**config.mk**
```make
export PLATFORM = sky130hd
export DESIGN_NAME = instruction_fetch_flat
export DESIGN_NICKNAME = d
export VERILOG_FILES = /design/src/rtl/if_pkg.sv /design/src/rtl/instruction_fetch_if.sv /design/src/rtl/if_pc_gen.sv /design/src/rtl/instruction_fetch.sv /design/src/flat_wrapper.sv
export SDC_FILE = /design/constraint.sdc
export NUM_CORES = 1
export LEC_CHECK = 0
export ABC_AREA = 1
export BUFFER_PORTS_ARGS = -buffer_cell sky130_fd_sc_hd__clkbuf_2
export CORE_MARGIN = 2
export CORE_UTILIZATION = 49
export CTS_BUF_LIST = sky130_fd_sc_hd__clkbuf_4
export CTS_CLUSTER_DIAMETER = 200
export DETAILED_ROUTE_END_ITERATION = 16
export GPL_ROUTABILITY_DRIVEN = 0
export PLACE_DENSITY = 0.79
export SLEW_MARGIN = 15
export SYNTH_ARGS = -nofsm -noshare
export SYNTH_HDL_FRONTEND = slang
export SYNTH_SLANG_ARGS = --single-unit
export TNS_END_PERCENT = 30
```
**constraint.sdc**
```tcl
create_clock -name f_clk -period 1.7 [get_ports f_clk]
set_input_delay 0.51 -clock f_clk [delete_from_list [all_inputs] [get_ports f_clk]]
set_output_delay 0.51 -clock f_clk [all_outputs]
set_load 0.1 [all_outputs]
```
**src/rtl/if_pkg.sv**
```systemverilog
// Shared definitions for the instruction fetch stage: reset PC, PC step and
// fetch FSM states.
package if_pkg;

    localparam int unsigned RESET_PC = 0;
    localparam int unsigned PC_INC   = 4;

    typedef enum logic [1:0] {
        StReset = 2'd0,
        StFetch = 2'd1,
        StStall = 2'd2
    } fetch_state_e;

endpackage

```
**src/rtl/instruction_fetch_if.sv**
```systemverilog
// Instruction-memory request/acknowledge bus between the fetch stage (master)
// and instruction memory (slave).
interface instruction_fetch_if #(
    parameter int unsigned IWIDTH = 32,
    parameter int unsigned AWIDTH = 32
);
    logic              f_o_syn;
    logic [AWIDTH-1:0] f_o_addr_instr;
    logic [IWIDTH-1:0] f_i_instr;
    logic              f_i_ack;

    modport master (
        output f_o_syn,
        output f_o_addr_instr,
        input  f_i_instr,
        input  f_i_ack
    );

    modport slave (
        input  f_o_syn,
        input  f_o_addr_instr,
        output f_i_instr,
        output f_i_ack
    );
endinterface

```
**src/rtl/if_pc_gen.sv**
```systemverilog
// Fetch-PC register: redirect load, hold, or advance by one instruction word.
// With FETCH_ALIGN_EN defined, redirect targets are forced word-aligned.
module if_pc_gen
    import if_pkg::*;
#(
    parameter int unsigned PC_WIDTH = 32
) (
    input  logic                f_clk,
    input  logic                f_rst,
    input  logic                change_pc,
    input  logic [PC_WIDTH-1:0] target,
    input  logic                advance,
    output logic [PC_WIDTH-1:0] pc
);

    logic [PC_WIDTH-1:0] pc_q, pc_d, target_eff;

    // Redirect target, optionally word-aligned.
    always_comb begin
        target_eff = target;
`ifdef FETCH_ALIGN_EN
        target_eff[1:0] = 2'b00;
`endif
    end

    // Next PC: redirect wins over advance; otherwise hold. Addition wraps.
    always_comb begin
        pc_d = pc_q;
        if (change_pc) begin
            pc_d = target_eff;
        end else if (advance) begin
            pc_d = pc_q + PC_WIDTH'(PC_INC);
        end
    end

    // PC register with asynchronous reset.
    always_ff @(posedge f_clk or negedge f_rst) begin
        if (!f_rst) begin
            pc_q <= PC_WIDTH'(RESET_PC);
        end else begin
            pc_q <= pc_d;
        end
    end

    assign pc = pc_q;

endmodule

```
**src/rtl/instruction_fetch.sv**
```systemverilog
// Fetch stage: holds the PC, issues instruction-memory requests and presents
// each acknowledged instruction with its PC and a one-cycle f_o_ce strobe.
// Optional macro FETCH_ALIGN_EN word-aligns redirect targets (see if_pc_gen).
module instruction_fetch
    import if_pkg::*;
#(
    parameter int unsigned IWIDTH   = 32,
    parameter int unsigned AWIDTH   = 32,
    parameter int unsigned PC_WIDTH = 32
) (
    input  logic                f_clk,
    input  logic                f_rst,
    instruction_fetch_if.master mem,
    output logic [IWIDTH-1:0]   f_o_instr,
    output logic [PC_WIDTH-1:0] f_pc,
    output logic                f_o_ce,
    input  logic                f_change_pc,
    input  logic [PC_WIDTH-1:0] f_alu_pc_value,
    input  logic                f_i_stall
);

    fetch_state_e        state_q, state_d;
    logic [IWIDTH-1:0]   instr_q, instr_d;
    logic [PC_WIDTH-1:0] pc_out_q, pc_out_d;
    logic                ce_q, ce_d;
    logic [PC_WIDTH-1:0] fetch_pc;
    logic                syn;
    logic                accept;

    // Request is valid only in FETCH; it is a decode of a registered state.
    assign syn    = (state_q == StFetch);
    // Ack counts only for an outstanding request with no stall or redirect.
    assign accept = syn && mem.f_i_ack && !f_i_stall && !f_change_pc;

    if_pc_gen #(
        .PC_WIDTH (PC_WIDTH)
    ) u_pc_gen (
        .f_clk     (f_clk),
        .f_rst     (f_rst),
        .change_pc (f_change_pc),
        .target    (f_alu_pc_value),
        .advance   (accept),
        .pc        (fetch_pc)
    );

    // Next-state and output-register update; priority redirect > stall > ack.
    always_comb begin
        state_d  = StFetch;
        instr_d  = instr_q;
        pc_out_d = pc_out_q;
        ce_d     = 1'b0;
        if (f_change_pc) begin
            state_d = StFetch;
        end else if (f_i_stall) begin
            state_d = StStall;
            ce_d    = ce_q;
        end else if (accept) begin
            instr_d  = mem.f_i_instr;
            pc_out_d = fetch_pc;
            ce_d     = 1'b1;
        end
    end

    // State and output registers with asynchronous reset.
    always_ff @(posedge f_clk or negedge f_rst) begin
        if (!f_rst) begin
            state_q  <= StReset;
            instr_q  <= '0;
            pc_out_q <= '0;
            ce_q     <= 1'b0;
        end else begin
            state_q  <= state_d;
            instr_q  <= instr_d;
            pc_out_q <= pc_out_d;
            ce_q     <= ce_d;
        end
    end

    assign mem.f_o_syn        = syn;
    assign mem.f_o_addr_instr = AWIDTH'(fetch_pc);
    assign f_o_instr          = instr_q;
    assign f_pc               = pc_out_q;
    assign f_o_ce             = ce_q;

endmodule

```
**src/flat_wrapper.sv**
```systemverilog
// flat-port wrapper written by rule: the top's interface ports become plain ports
module instruction_fetch_flat import if_pkg::*;
#(
    parameter int unsigned IWIDTH   = 32,
    parameter int unsigned AWIDTH   = 32,
    parameter int unsigned PC_WIDTH = 32
)
  (f_clk, f_rst, f_o_instr, f_pc, f_o_ce, f_change_pc, f_alu_pc_value, f_i_stall, mem_f_o_syn, mem_f_o_addr_instr, mem_f_i_instr, mem_f_i_ack);
  instruction_fetch_if #(.IWIDTH(IWIDTH), .AWIDTH(AWIDTH)) mem_i ();
  input  logic f_clk;
  input  logic f_rst;
  output logic [IWIDTH-1:0] f_o_instr;
  output logic [PC_WIDTH-1:0] f_pc;
  output logic f_o_ce;
  input  logic f_change_pc;
  input  logic [PC_WIDTH-1:0] f_alu_pc_value;
  input  logic f_i_stall;
  output wire logic [$bits(mem_i.f_o_syn)-1:0] mem_f_o_syn;
  output wire logic [$bits(mem_i.f_o_addr_instr)-1:0] mem_f_o_addr_instr;
  input wire logic [$bits(mem_i.f_i_instr)-1:0] mem_f_i_instr;
  input wire logic [$bits(mem_i.f_i_ack)-1:0] mem_f_i_ack;
  assign mem_f_o_syn = mem_i.f_o_syn;
  assign mem_f_o_addr_instr = mem_i.f_o_addr_instr;
  assign mem_i.f_i_instr = mem_f_i_instr;
  assign mem_i.f_i_ack = mem_f_i_ack;
  instruction_fetch #(.IWIDTH(IWIDTH), .AWIDTH(AWIDTH), .PC_WIDTH(PC_WIDTH)) u_core (.f_clk(f_clk), .f_rst(f_rst), .mem(mem_i), .f_o_instr(f_o_instr), .f_pc(f_pc), .f_o_ce(f_o_ce), .f_change_pc(f_change_pc), .f_alu_pc_value(f_alu_pc_value), .f_i_stall(f_i_stall));
endmodule
```
==> PnR_summary.wiki <==
{| class="wikitable"
! Metric !! Value
|-
| Result of the run || complete, but fails checks
|-
| Violations in the final reports || setup timing
|-
| Fraction of layout cells with a size suffix above 1 || 34.77%
|-
| Flop and latch count out of synthesis || 99
|-
| Setup TNS || -71.81 ps
|-
| Pwr/cell area || 1394 nW/um^2
|-
| Final clock period utilization by the worst path || 102.2%
|-
| Number of antenna cells inserted || 0
|-
| Worst Max-Slew Pin Slew || 354.4 ps
|-
| Die Outline Area || 10330 um^2
|-
| Capture instance of the worst register-to-register path || u_core.u_pc_gen.pc[17]
|-
| Wire length of the first global-routing pass || 21430 um
|-
| Min Hold Slack || 246.1 ps
|-
| Area fraction of the dominant cell type after synthesis || 53.04%
|-
| Top post-synthesis cells by area || dfrtp_1 53%, nand2_1 17%, o21ai_0 4.1%
|-
| Launch point of the worst reg-to-reg path || u_core.u_pc_gen.pc[2]
|-
| Largest voltage drop on the vdd net || 1.147 mV
|-
| Maximum number of buffers from clock root to sink || 2
|-
| CTS root buffer || clkbuf_4
|-
| Proportion of register bits with asynchronous set or reset after synthesis || 100.0%
|-
| Least setup slack across all paths after layout || -37.68 ps
|-
| H-tree levels || 3
|-
| Required time worst endpoint || 1190 ps
|-
| Total Routing Usage GR || 26.31%
|-
| Post-synth top area cell || dfrtp_1
|-
| WP data arrival || 1230 ps
|-
| Number of global-route vias before repair || 4529
|-
| Placeable core region || 9240 um^2
|-
| Residual overflow from global routing || 0
|-
| Kind of start point of the critical path || flip-flop
|-
| Number of buffer and inverter instances along the worst setup path || 2
|-
| Top fanout value on the critical path || 2
|-
| Syn-to-layout area delta || 43.61%
|-
| DRC || 0
|-
| Dpl ws || 18.74 ps
|-
| Count of maximum capacitance violations || 0
|-
| Class of the tightest hold or removal check || primary input to flip-flop
|-
| Worst Skew || 17.00 ps
|-
| Worst Setup End Kind || output port
|-
| Starting density of the core || 50.55%
|-
| Sequence of cells on the critical path || buf_6, buf_12
|-
| Count of clock tree sinks || 99
|-
| Total half-perimeter wirelength after legalization and detailed placement || 9939 um
|-
| Number of nets with antenna violations after routing || 0
|-
| Number of rows created at floorplan || 35
|-
| Count of yosys warnings during synthesis || 0
|-
| Launching instance or port of the critical path || u_core.u_pc_gen.pc[2]
|-
| Period minus WS final || 1738 ps
|-
| Iter 0 DRT Violations || 249
|-
| Die Wd || 101.6 um
|-
| Detailed Routing Iterations Pass 1 || 6
|-
| Initial antenna violation count || 0
|-
| Input/output buffers || 166
|-
| Max-slew headroom || 76.38%
|-
| Via density per instance || 5.194
|-
| Critical path endpoint || mem_f_o_addr_instr[2]
|-
| Die span in y || 101.6 um
|-
| Top Ports || 167
|-
| Number of failing hold endpoints at the final stage || 0
|-
| Total via count in the routed design || 4643
|-
| Routed len/inst || 14.80 um
|-
| Prevailing post-synth register cell || dfrtp_1
|-
| Number of nets in the layout || 830
|-
| Number of failing setup endpoints in the final timing report || 2
|-
| Area of the mapped netlist || 4671 um^2
|-
| Yosys cell types || 33
|-
| Clock Latency Late Sink || 450 ps
|-
| Share of synthesized area occupied by flip-flops and latches || 53.04%
|-
| Detailed-route wire length || 13230 um
|-
| Number of synthesized flops with an enable pin || 0
|-
| Worst-path cell with the longest stage delay || dfrtp_4
|-
| Minimum setup slack among reg-to-reg paths || 50 ps
|-
| Nets in the synthesized netlist || 648
|-
| Crit-path leading delay family || flip-flops
|-
| Cells after Synth || 578
|-
| Post-synthesis average cell area || 8.081 um^2
|-
| CTS tree || yes
|-
| Setup repair after global routing missed its margin || true
|-
| Worst reg2reg path depth || 9
|-
| Final number of max-transition violations || 0
|-
| CP Class || flip-flop to output port
|-
| Max stage delay on crit path || 510 ps
|-
| Critical path depth in cells || 2
|-
| Leak pwr || 0.003449 uW
|-
| Finished Core Util || 72.59%
|-
| Number of buffers created by CTS || 9
|-
| Maximum frequency from static timing analysis || 0.5755 GHz
|-
| Largest net degree at the start of global routing || 43
|-
| Clock slew at reported path FFs || 160 ps
|}
-- layout by cell type, fill, tap and decap left out, types with 21 or more instances in the layout --
cell,n
buf_6,21
buf_12,31
inv_1,44
nand3_1,31
dfrtp_1,72
nor2_1,42
nand2_1,217
clkbuf_2,67
dfrtp_2,25
buf_4,71
o21ai_0,38
-- state kept, by name, indices dropped and copies added, names as in the netlist --
register	cells
u_core.f_pc	32
u_core.state_q	2
u_core.u_pc_gen.pc	32
u_core.f_o_instr	32
u_core.f_o_ce	1
-- how the worst min path moves through the flow --
stage                            startpoint              endpoint  slack [ps]  cells after the start
after floorplan                       f_rst         u_core.f_o_ce         210                      0
after global placement                f_rst       u_core.f_pc[16]         440                      1
after detailed placement              f_rst        u_core.f_pc[2]         440                      1
after CTS                 mem_f_i_instr[28]  u_core.f_o_instr[28]         230                      3
after global routing      mem_f_i_instr[22]  u_core.f_o_instr[22]         230                      3
final                     mem_f_i_instr[28]  u_core.f_o_instr[28]         250                      3
-- report_power, final --
group,switching [uW],total (uW),leakage (uW),internal [uW]
Sequential,377,3160,0.00119,2780
Combinational,3830,4950,0.00218,1120
Clock,797,1240,0.0000733,445
-- routing by layer --
layer	up-vias	global-route usage (%)	wire length (um)
met3	24	6.004	1050
met5	-	0	0
met1	2213	34.18	5356
met4	0	9.356	244
met2	207	43.32	6580
li1	2199	-	-
-- layout make-up --
class / instances / area [um^2]
Multi-Input combinational cell: 409 / 1946
Timing Repair Buffer: 193 / 1765
Clock inverter: 7 / 68.82
Fill cell: 692 / 2532
Clock buffer: 9 / 67.56
Inverter: 48 / 182.7
Tap cell: 129 / 161.4
Sequential cell: 99 / 2516
-- cell usage after synthesis (all sizes together) (3+ instances only) --
library cell and count:
a21oi 6, buf 18, clkbuf 4, dfrtp 99
inv 47, nand2 228, nand3 32, nand3b 5
nand4 11, nor2 55, o211ai 5, o21a 5
o21ai 44, o221ai 3, xor2 6
-- stage by stage --
stage	total power (uW)	cells	area, um^2
6_report	9353	894	6708
5_1_grt	9723	894	6708
4_1_cts	9299	889	6564
3_5_place_dp	8047	869	6369
3_3_place_gp	7973	869	6369
2_1_floorplan	6725	578	4740
-- cells by family after synthesis --
kind of cell	Yosys count	synth area share, %
buf+inv	70	6.402
fa+ha+maj	1	0.2678
xor+xnor	6	1.125
flops	99	53.04
compound gates	69	8.465
simple gates	333	30.70
-- worst register-to-register path: stages (launching register included) --
cell      delay [ps]
dfrtp_4          440
buf_6            100
buf_4            130
nand2_2           60
nor2_2           110
nand2_2          120
nor2_4           170
buf_4            150
xor2_1           180
o21bai_1          80
-- repair_timing --
item | in CTS | in global routing
pin swaps | 1 | 4
endpoints found under the setup margin | 9 | 35
hold buffers | 1 | 0
gates resized for setup | 7 | 28
hold endpoints to repair | 19 | 0
setup buffers | 3 | 5
(Power assumes the default switching activity.)
